`src/rtl/regfile_pkg.sv`:
```
// Shared definitions for the scoreboarded register file: address/count width
// helpers and the hardwired-zero register index.
package regfile_pkg;

  localparam int unsigned ZERO_REG = 0;

  function automatic int unsigned addr_w(input int unsigned num_regs);
    return (num_regs < 2) ? 1 : $clog2(num_regs);
  endfunction

  function automatic int unsigned cnt_w(input int unsigned max_pending);
    return $clog2(max_pending + 1);
  endfunction

endpackage

```
`src/rtl/regfile_sb_counter.sv`:
```
// Per-register pending-write counter: saturating up/down with simultaneous
// inc/dec netting to no change.
module regfile_sb_counter
  import regfile_pkg::*;
#(
  parameter  int unsigned MAX_PENDING = 3,
  localparam int unsigned CNT_W       = cnt_w(MAX_PENDING)
) (
  input  logic             clk,
  input  logic             rst,
  input  logic             inc,
  input  logic             dec,
  output logic [CNT_W-1:0] count,
  output logic             at_max
);

  logic             inc_ok;
  logic             dec_ok;
  logic [CNT_W-1:0] count_nxt;

  assign at_max = (count == CNT_W'(MAX_PENDING));

  // Never wrap: decrement only from nonzero, increment at max only if a retire frees a slot
  always_comb begin
    dec_ok    = dec && (count != '0);
    inc_ok    = inc && (!at_max || dec_ok);
    count_nxt = count + CNT_W'(inc_ok) - CNT_W'(dec_ok);
  end

  always_ff @(posedge clk) begin
    if (rst) begin
      count <= '0;
    end else begin
      count <= count_nxt;
    end
  end

endmodule

```
`src/rtl/regfile_scoreboard_bypass.sv`:
```
// Multi-port register file with same-cycle write bypass, hardwired-zero r0 and
// a per-register pending-write scoreboard for RAW hazard detection at decode.
module regfile_scoreboard_bypass
  import regfile_pkg::*;
#(
  parameter  int unsigned WORD_SIZE   = 32,
  parameter  int unsigned NUM_REGS    = 32,
  parameter  int unsigned NUM_READ    = 2,
  parameter  int unsigned MAX_PENDING = 3,
  localparam int unsigned ADDR_W      = addr_w(NUM_REGS)
) (
  input  logic                          clk,
  input  logic                          rst,
  input  logic                          wr_en,
  input  logic [ADDR_W-1:0]             wr_rd,
  input  logic [WORD_SIZE-1:0]          wr_data,
  input  logic [NUM_READ*ADDR_W-1:0]    rd_addr,
  output logic [NUM_READ*WORD_SIZE-1:0] rd_data,
  output logic [NUM_READ-1:0]           rd_busy,
  input  logic                          sb_set,
  input  logic [ADDR_W-1:0]             sb_rd,
  output logic                          sb_ready,
  output logic                          err
);

  localparam int unsigned CNT_W = cnt_w(MAX_PENDING);

  logic [WORD_SIZE-1:0]             mem [NUM_REGS];
  logic [NUM_REGS-1:0][CNT_W-1:0]   pend;
  logic [NUM_REGS-1:0]              at_max;
  logic [NUM_REGS-1:0]              dec_vec;
  logic [NUM_REGS-1:0]              inc_vec;
  logic                             wr_nz;

  assign wr_nz = wr_en && (wr_rd != ADDR_W'(ZERO_REG));

  // A full counter still accepts an issue when the same cycle retires one of its writes
  assign sb_ready = !((sb_rd != ADDR_W'(ZERO_REG)) && at_max[sb_rd] && !dec_vec[sb_rd]);

  assign pend[0]    = '0;
  assign at_max[0]  = 1'b0;
  assign dec_vec[0] = 1'b0;
  assign inc_vec[0] = 1'b0;

  for (genvar r = 1; r < NUM_REGS; r++) begin : g_sb
    assign dec_vec[r] = wr_en && (wr_rd == ADDR_W'(r)) && (pend[r] != '0);
    assign inc_vec[r] = sb_set && sb_ready && (sb_rd == ADDR_W'(r));

    regfile_sb_counter #(
      .MAX_PENDING (MAX_PENDING)
    ) u_cnt (
      .clk    (clk),
      .rst    (rst),
      .inc    (inc_vec[r]),
      .dec    (dec_vec[r]),
      .count  (pend[r]),
      .at_max (at_max[r])
    );
  end

  // Read ports: bypass the in-flight writeback; busy if writes remain after this retire
  for (genvar p = 0; p < NUM_READ; p++) begin : g_rd
    logic [ADDR_W-1:0] a;
    assign a = rd_addr[p*ADDR_W +: ADDR_W];
    assign rd_data[p*WORD_SIZE +: WORD_SIZE] =
      (wr_nz && (wr_rd == a)) ? wr_data : mem[a];
    assign rd_busy[p] = (pend[a] != CNT_W'(dec_vec[a]));
  end

  // r0 is never written, so it stays at its reset value of zero
  always_ff @(posedge clk) begin
    if (rst) begin
      for (int i = 0; i < NUM_REGS; i++) begin
        mem[i] <= '0;
      end
    end else if (wr_nz) begin
      mem[wr_rd] <= wr_data;
    end
  end

  always_ff @(posedge clk) begin
    if (rst) begin
      err <= 1'b0;
    end else if (wr_nz && (pend[wr_rd] == '0)) begin
      err <= 1'b1;
    end
  end

endmodule

```
`config.mk`:
```
export PLATFORM = sky130hd
export DESIGN_NAME = regfile_scoreboard_bypass
export DESIGN_NICKNAME = d
export VERILOG_FILES = /design/src/rtl/regfile_pkg.sv /design/src/rtl/regfile_sb_counter.sv /design/src/rtl/regfile_scoreboard_bypass.sv
export SDC_FILE = /design/constraint.sdc
export NUM_CORES = 2
export LEC_CHECK = 0
export BUFFER_PORTS_ARGS = -buffer_cell sky130_fd_sc_hd__buf_2
export CAP_MARGIN = 0
export CORE_MARGIN = 4
export CORE_UTILIZATION = 45
export CTS_CLUSTER_SIZE = 25
export DETAILED_ROUTE_END_ITERATION = 8
export GPL_TIMING_DRIVEN = 0
export SYNTH_ARGS = -nofsm -noshare
export SYNTH_HDL_FRONTEND = slang
export SYNTH_SLANG_ARGS = --single-unit
```
`constraint.sdc`:
```
create_clock -name clk -period 4.25 [get_ports clk]
set_input_delay 0.6375 -clock clk [delete_from_list [all_inputs] [get_ports clk]]
set_output_delay 0.6375 -clock clk [all_outputs]
set_load 0.02 [all_outputs]
```
# --- After elaboration in Yosys (flattened, before gate mapping) ---
# Memories as Yosys holds them, arrays and structs flattened.
# Index checks and enable logic that the tools add are counted.
op_classes:
  add_sub_neg: 62
  n_lt_le_gt_ge: 4
  n_eq_ne: 97
  n_mux: 24
  reduce_logical: 261
ops:
  columns: ["operator", "count"]
  rows:
  - ["logical AND 1 bit", 162]
  - ["== test 5 bit, second input constant", 32]
  - ["2-to-1 mux 32 bit", 3]
  - ["== test 5 x 4 -> 1 bit, second input constant", 16]
  - ["adder 2 x 1 -> 2 bit", 31]
  - ["== test 2 bit, second input constant", 31]
  - ["nonzero test 2 bit", 31]
  - ["subtractor 2 x 1 -> 2 bit", 31]
  - ["== test 5 x 3 -> 1 bit, second input constant", 8]
  - ["zero test 1 bit", 33]
  - ["OR reduction 32 bit", 1]
  - ["logical OR 1 bit", 31]
  - ["binary-select mux 2 bit (select 5 bit)", 3]
  - ["less-than comparator 5 x 6 -> 1 bit, second input constant", 4]
  - ["binary-select mux 1 bit (select 5 bit)", 4]
  - ["== test 5 x 2 -> 1 bit, second input constant", 4]
  - ["== test 5 x 1 -> 1 bit, second input constant", 2]
  - ["== test 5 bit", 2]
  - ["2-to-1 mux 1 bit", 10]
  - ["nonzero test 5 bit", 2]
  - ["2-to-1 mux 2 bit", 3]
  - ["2-to-1 mux 5 bit", 1]
  - ["inequality test 2 x 1 -> 1 bit", 2]
  - ["zero test 2 bit", 1]
totals:
  regBits: 63
  mem_bits_rw: 1024
  in_bits: 56
  elab_cells: 481
  memories: 1
mem_list:
  columns: ["memory", "depth", "width", "read_ports", "rd_clocked_by_memory_dff", "write_ports", "line", "text"]
  rows:
  - ["mem", 32, 32, 2, 0, 32, "regfile_scoreboard_bypass.sv:28", "logic [WORD_SIZE-1:0] mem [NUM_REGS];"]

# --- Depth between registers and ports, before layout ---
logic_depth:
  ltp_word: 13
  ltp_mapped: 12
  mapped_depth_nobuf: 10

# --- Modules after synthesis ---
# From an unflattened synthesis, not the netlist that was laid out.
hier_totals:
  cells_unflattened: 4212
  hier_area_um2: 62104.6
by_module_without_submodules:
  columns: ["mod", "instances", "cells_per_inst", "area_per_inst_um2", "seq_area_each_um2"]
  rows:
  - ["regfile_scoreboard_bypass", 1, 3716, 57721.6, 30769.5]
  - ["regfile_sb_counter", 31, 16, 141.4, 40.0]

# --- Worst setup path after synthesis ---
# Ideal clock, no wire load.
synth_path:
  path_type: "input to output"
  startpoint: "in rd_addr[5]"
  endpoint: "out rd_data[32]"
  arrival_ps: 2590
  required_ps: 3612
  path_slack_ps: 1023
  path_stages: 7
  path_buffers: 3
  cell_sequence: "buf_2 -> buf_2 -> buf_2 -> mux4_2 -> mux4_2 -> mux2i_1 -> o21ai_0"
synth_between:
  elab_chain_cells: 3
  elab_cells_between_ends: 4
  cone_classes: "eq/ne: 1; mux: 1; reduce/logical: 1; memory: 1"
synth_rtl:
  columns: ["element", "line", "text"]
  rows:
  - ["start, declared", "regfile_scoreboard_bypass.sv:17", "input logic [NUM_READ*ADDR_W-1:0] rd_addr,"]
  - ["branches (longest 2 deep; another with memory read (32 x 32 bit))", null, null]
  - ["2-to-1 mux 32 bit *", "regfile_scoreboard_bypass.sv:66", "(wr_nz && (wr_rd == a)) ? wr_data : mem[a];"]
  - ["end, declared", "regfile_scoreboard_bypass.sv:18", "output logic [NUM_READ*WORD_SIZE-1:0] rd_data,"]
# Mark *: on every way between the ends.

# --- Final worst setup path ---
layout_path:
  startpoint: "in rd_addr[3]"
  endpoint: "out rd_data[16]"
# The elaborated chain is that of the path after synthesis.

==> flow_summary.yaml <==
drt:
  detail_route.wl_per_cell_um: 35.88
  routed_wl_um: 225100
  via_per_inst: 6.441
  ant_nets: 0
  drtPass1Iterations: 8
  via_count: 40410
  initialDrtViolationCount: 6131
  drc: 0
sta:
  rsz0062_at_grt: "false"
  max_freq_mhz: 227.8
  slew_headroom_pct: -1.105
  fin_skew_ps: 21.71
  min_period_ps: 4389
  tightest_slew_ps: 1517
  period_share_pct: 103.3
  finalSetupViolCount: 35
  drv_slew: 66
  finalHoldViolCount: 0
  fin_ws_ps: -139.2
cells_and_area:
  syn2layout_area_growth_pct: 11.49
  drive_gt1_share_pct: 26.42
  nFillCells: 11480
  fin_cells: 6274
  fin_area_um2: 68200
  nets: 4509
status:
  violations: "max-capacitance violations, max-slew violations, negative setup slack"
  outcome: "finished, violations left"
clock_tree:
  tritoncts: "built"
  cts.sinks: 1087
  insertion_delay_ps: 770
  cts_root_buf: "clkbuf_16"
  clock_path_buffers: 3
  h-tree-depth: 3
  clk_pin_slew_ps: 60
  cts_buffers: 118
  post-cts-setup-buffer-count: 0
  cts_hold_buf: 0
  cts_resized: 150
place:
  dp.cells: 6052
  gp_congestion: 0.9817
  numPortBuffers: 117
  placedInstanceArea_um2: 64150
  hpwl_um: 157500
  dp_slack_ps: -1319
global_route:
  antenna_found_initial: 15
  grt_max_degree: 33
  grt.total_usage_pct: 31.51
  grt_pass1_vias: 40120
  overflow: 0
  grt_pass1_wl_um: 307900
floorplanning:
  die_h_um: 376.7
  die_x_um: 376.7
  rows: 135
  core-area_um2: 135300
  die_area_um2: 141900
  start_util_pct: 45.21
  io_pins: 124
setup_path:
  r2r_setup_slack_ps: 1840
  crit_chain: "buf_2, clkbuf_2, buf_1, mux4_2, mux2i_1, o21ai_0, buf_2"
  cp.arrival_ps: 3750
  ff2ff_path_depth: 8
  cp_slowest_stage_delay_ps: 890
  startpoint_type: "input port"
  critPathKind: "in -> out"
  crit_path_frequent_cell: "buf_2"
  endpoint_kind: "primary output"
  worstPathRequired_ps: 3610
  crit_fanout: 10
  cp_slowest_cell: "buf_1"
power_and_ir_drop:
  p_leak_nw: 23.71
  cellPowerDensity_nw_per_um2: 388.3
  peakVddDrop_mv: 0.3465
synth:
  syn-instance-count: 4121
  synth_area_leaders: "edfxtp_1 (50%), mux4_2 (25%), and2_1 (10%), dfxtp_1 (2.1%), clkbuf_1 (1.8%)"
  synth-edff-count: 1024
  synthArstFlopShare_pct: 0
  ys.flop_type: "edfxtp_1"
  yosys_warnings: 0
  syn_avg_cell_area_um2: 14.84
  ys_ff_latch: 1087
  yosysSeqAreaShare_pct: 52.33
  synth.distinct_cells: 68
  synth_top_area_share_pct: 50.27
  syn_area_um2: 61170
  synth_largest_area_cell: "edfxtp_1"
flow_run:
  maxCapViolations: 2
hold_path:
  hp-class: "in -> reg"
  whs_path_depth: 2
[final cells by class]
cell class / count / area, µm² / area share, %
Antenna cell: 7 / 17.52 / 0.02568
Buffer: 407 / 1919 / 2.814
Clock buffer: 157 / 3209 / 4.706
Clock inverter: 58 / 536.8 / 0.7870
Inverter: 74 / 279.0 / 0.4091
Multi-Input combinational cell: 2584 / 27380 / 40.15
Sequential cell: 1087 / 32010 / 46.94
Tap cell: 1781 / 2228 / 3.267
Timing Repair Buffer: 119 / 616.8 / 0.9044
[critical path: cells and delay by family]
family                 cells  cell delay (ps)
AO/OA/AOI/OAI              1              650
buffers and inverters      4             1880
multiplexers               2              560
[Yosys cell counts (all sizes together), types with 46 or more instances]
master	n
clkbuf	287
mux2i	72
mux4	681
ha	62
nand2	127
o21ai	80
nor3	46
nor2	139
and2	997
dfxtp	63
edfxtp	1024
buf	120
inv	73
[report_power, final]
part	leakage (nW)	total, mW	switching [mW]	internal (mW)
logic	11.6	3.63	2.18	1.46
clock network	1.83	10.3	4.55	5.76
registers	10.3	12.5	0.264	12.3
[through the flow]
step	TNS (ps)	util (%)	power (mW)	hold slack (ps)
finish	-1015	50.41	26.48	304.2
global route	0	50.40	27.05	310.6
CTS	-0.1223	50.35	26.40	257.9
detailed placement	-188820	47.42	16.29	585.4
global placement	-219160	47.38	16.23	575.7
floorplan	0	-	14.82	537.1
[layout by cell type, fill, tap and decap left out, types with 13 or more instances in the layout]
master / netlist / layout
buf_2: 83 / 176
xor2_1: 33 / 33
and2_1: 997 / 997
buf_1: 31 / 13
edfxtp_1: 1024 / 1024
clkbuf_1: 287 / 253
o21ai_0: 79 / 67
nand2b_1: 14 / 14
clkinv_2: 1 / 16
nand3_1: 21 / 21
o22ai_1: 18 / 18
mux4_2: 681 / 681
nand2_1: 127 / 127
mux2i_1: 72 / 72
xnor2_1: 36 / 36
clkbuf_2: 0 / 50
inv_1: 73 / 73
a21oi_1: 29 / 29
or2_2: 37 / 37
conb_1: 1 / 32
dfxtp_1: 63 / 63
clkbuf_4: 0 / 21
clkinv_1: 0 / 25
buf_4: 5 / 31
clkbuf_16: 0 / 119
ha_1: 62 / 62
a311oi_1: 16 / 16
nor3_1: 45 / 45
nor2_1: 139 / 137
nor2b_1: 43 / 43
[cell families (layout without fill, tap and decap cells)]
kind of cell,Yosys count,count (layout),synth area share [%]
AOI/OAI and AO/OA,192,192,1.984
xor gates and xnor gates,69,69,0.9879
adders and majority gates,62,62,1.268
buffers and inverters,481,815,3.166
DFF,1087,1087,52.33
muxes,755,755,26.29
other,1,39,0.006130
and+or+nand+nor,1474,1474,13.97
[final timing paths]
| check | start | end |
|---|---|---|
| worst max-delay path | rd_addr[3] | rd_data[16] |
| worst min-delay path | wr_data[17] | mem[15][17]$_SDFFCE_PN0P_ |
| worst min register to register | g_sb[22].u_cnt.count[1]$_SDFF_PP0_ | g_sb[22].u_cnt.count[1]$_SDFF_PP0_ |
| worst max register to register | g_sb[30].u_cnt.count[1]$_SDFF_PP0_ | g_sb[30].u_cnt.count[1]$_SDFF_PP0_ |
[sequential cells by signal (all words and copies together), names as in the netlist]
| signal | flops |
|---|---|
| mem | 1024 |
| g_sb.u_cnt.count | 62 |
| err | 1 |
[metal layers]
layer	global-route usage [%]	vias up	share of wire [%]
met1	41.45	21130	38
li1	-	16260	-
met5	0	-	0.028
met2	50.45	2513	47
met3	8.815	503	12
met4	11.30	8	3.9
Power figures use the tool's default switching activity.
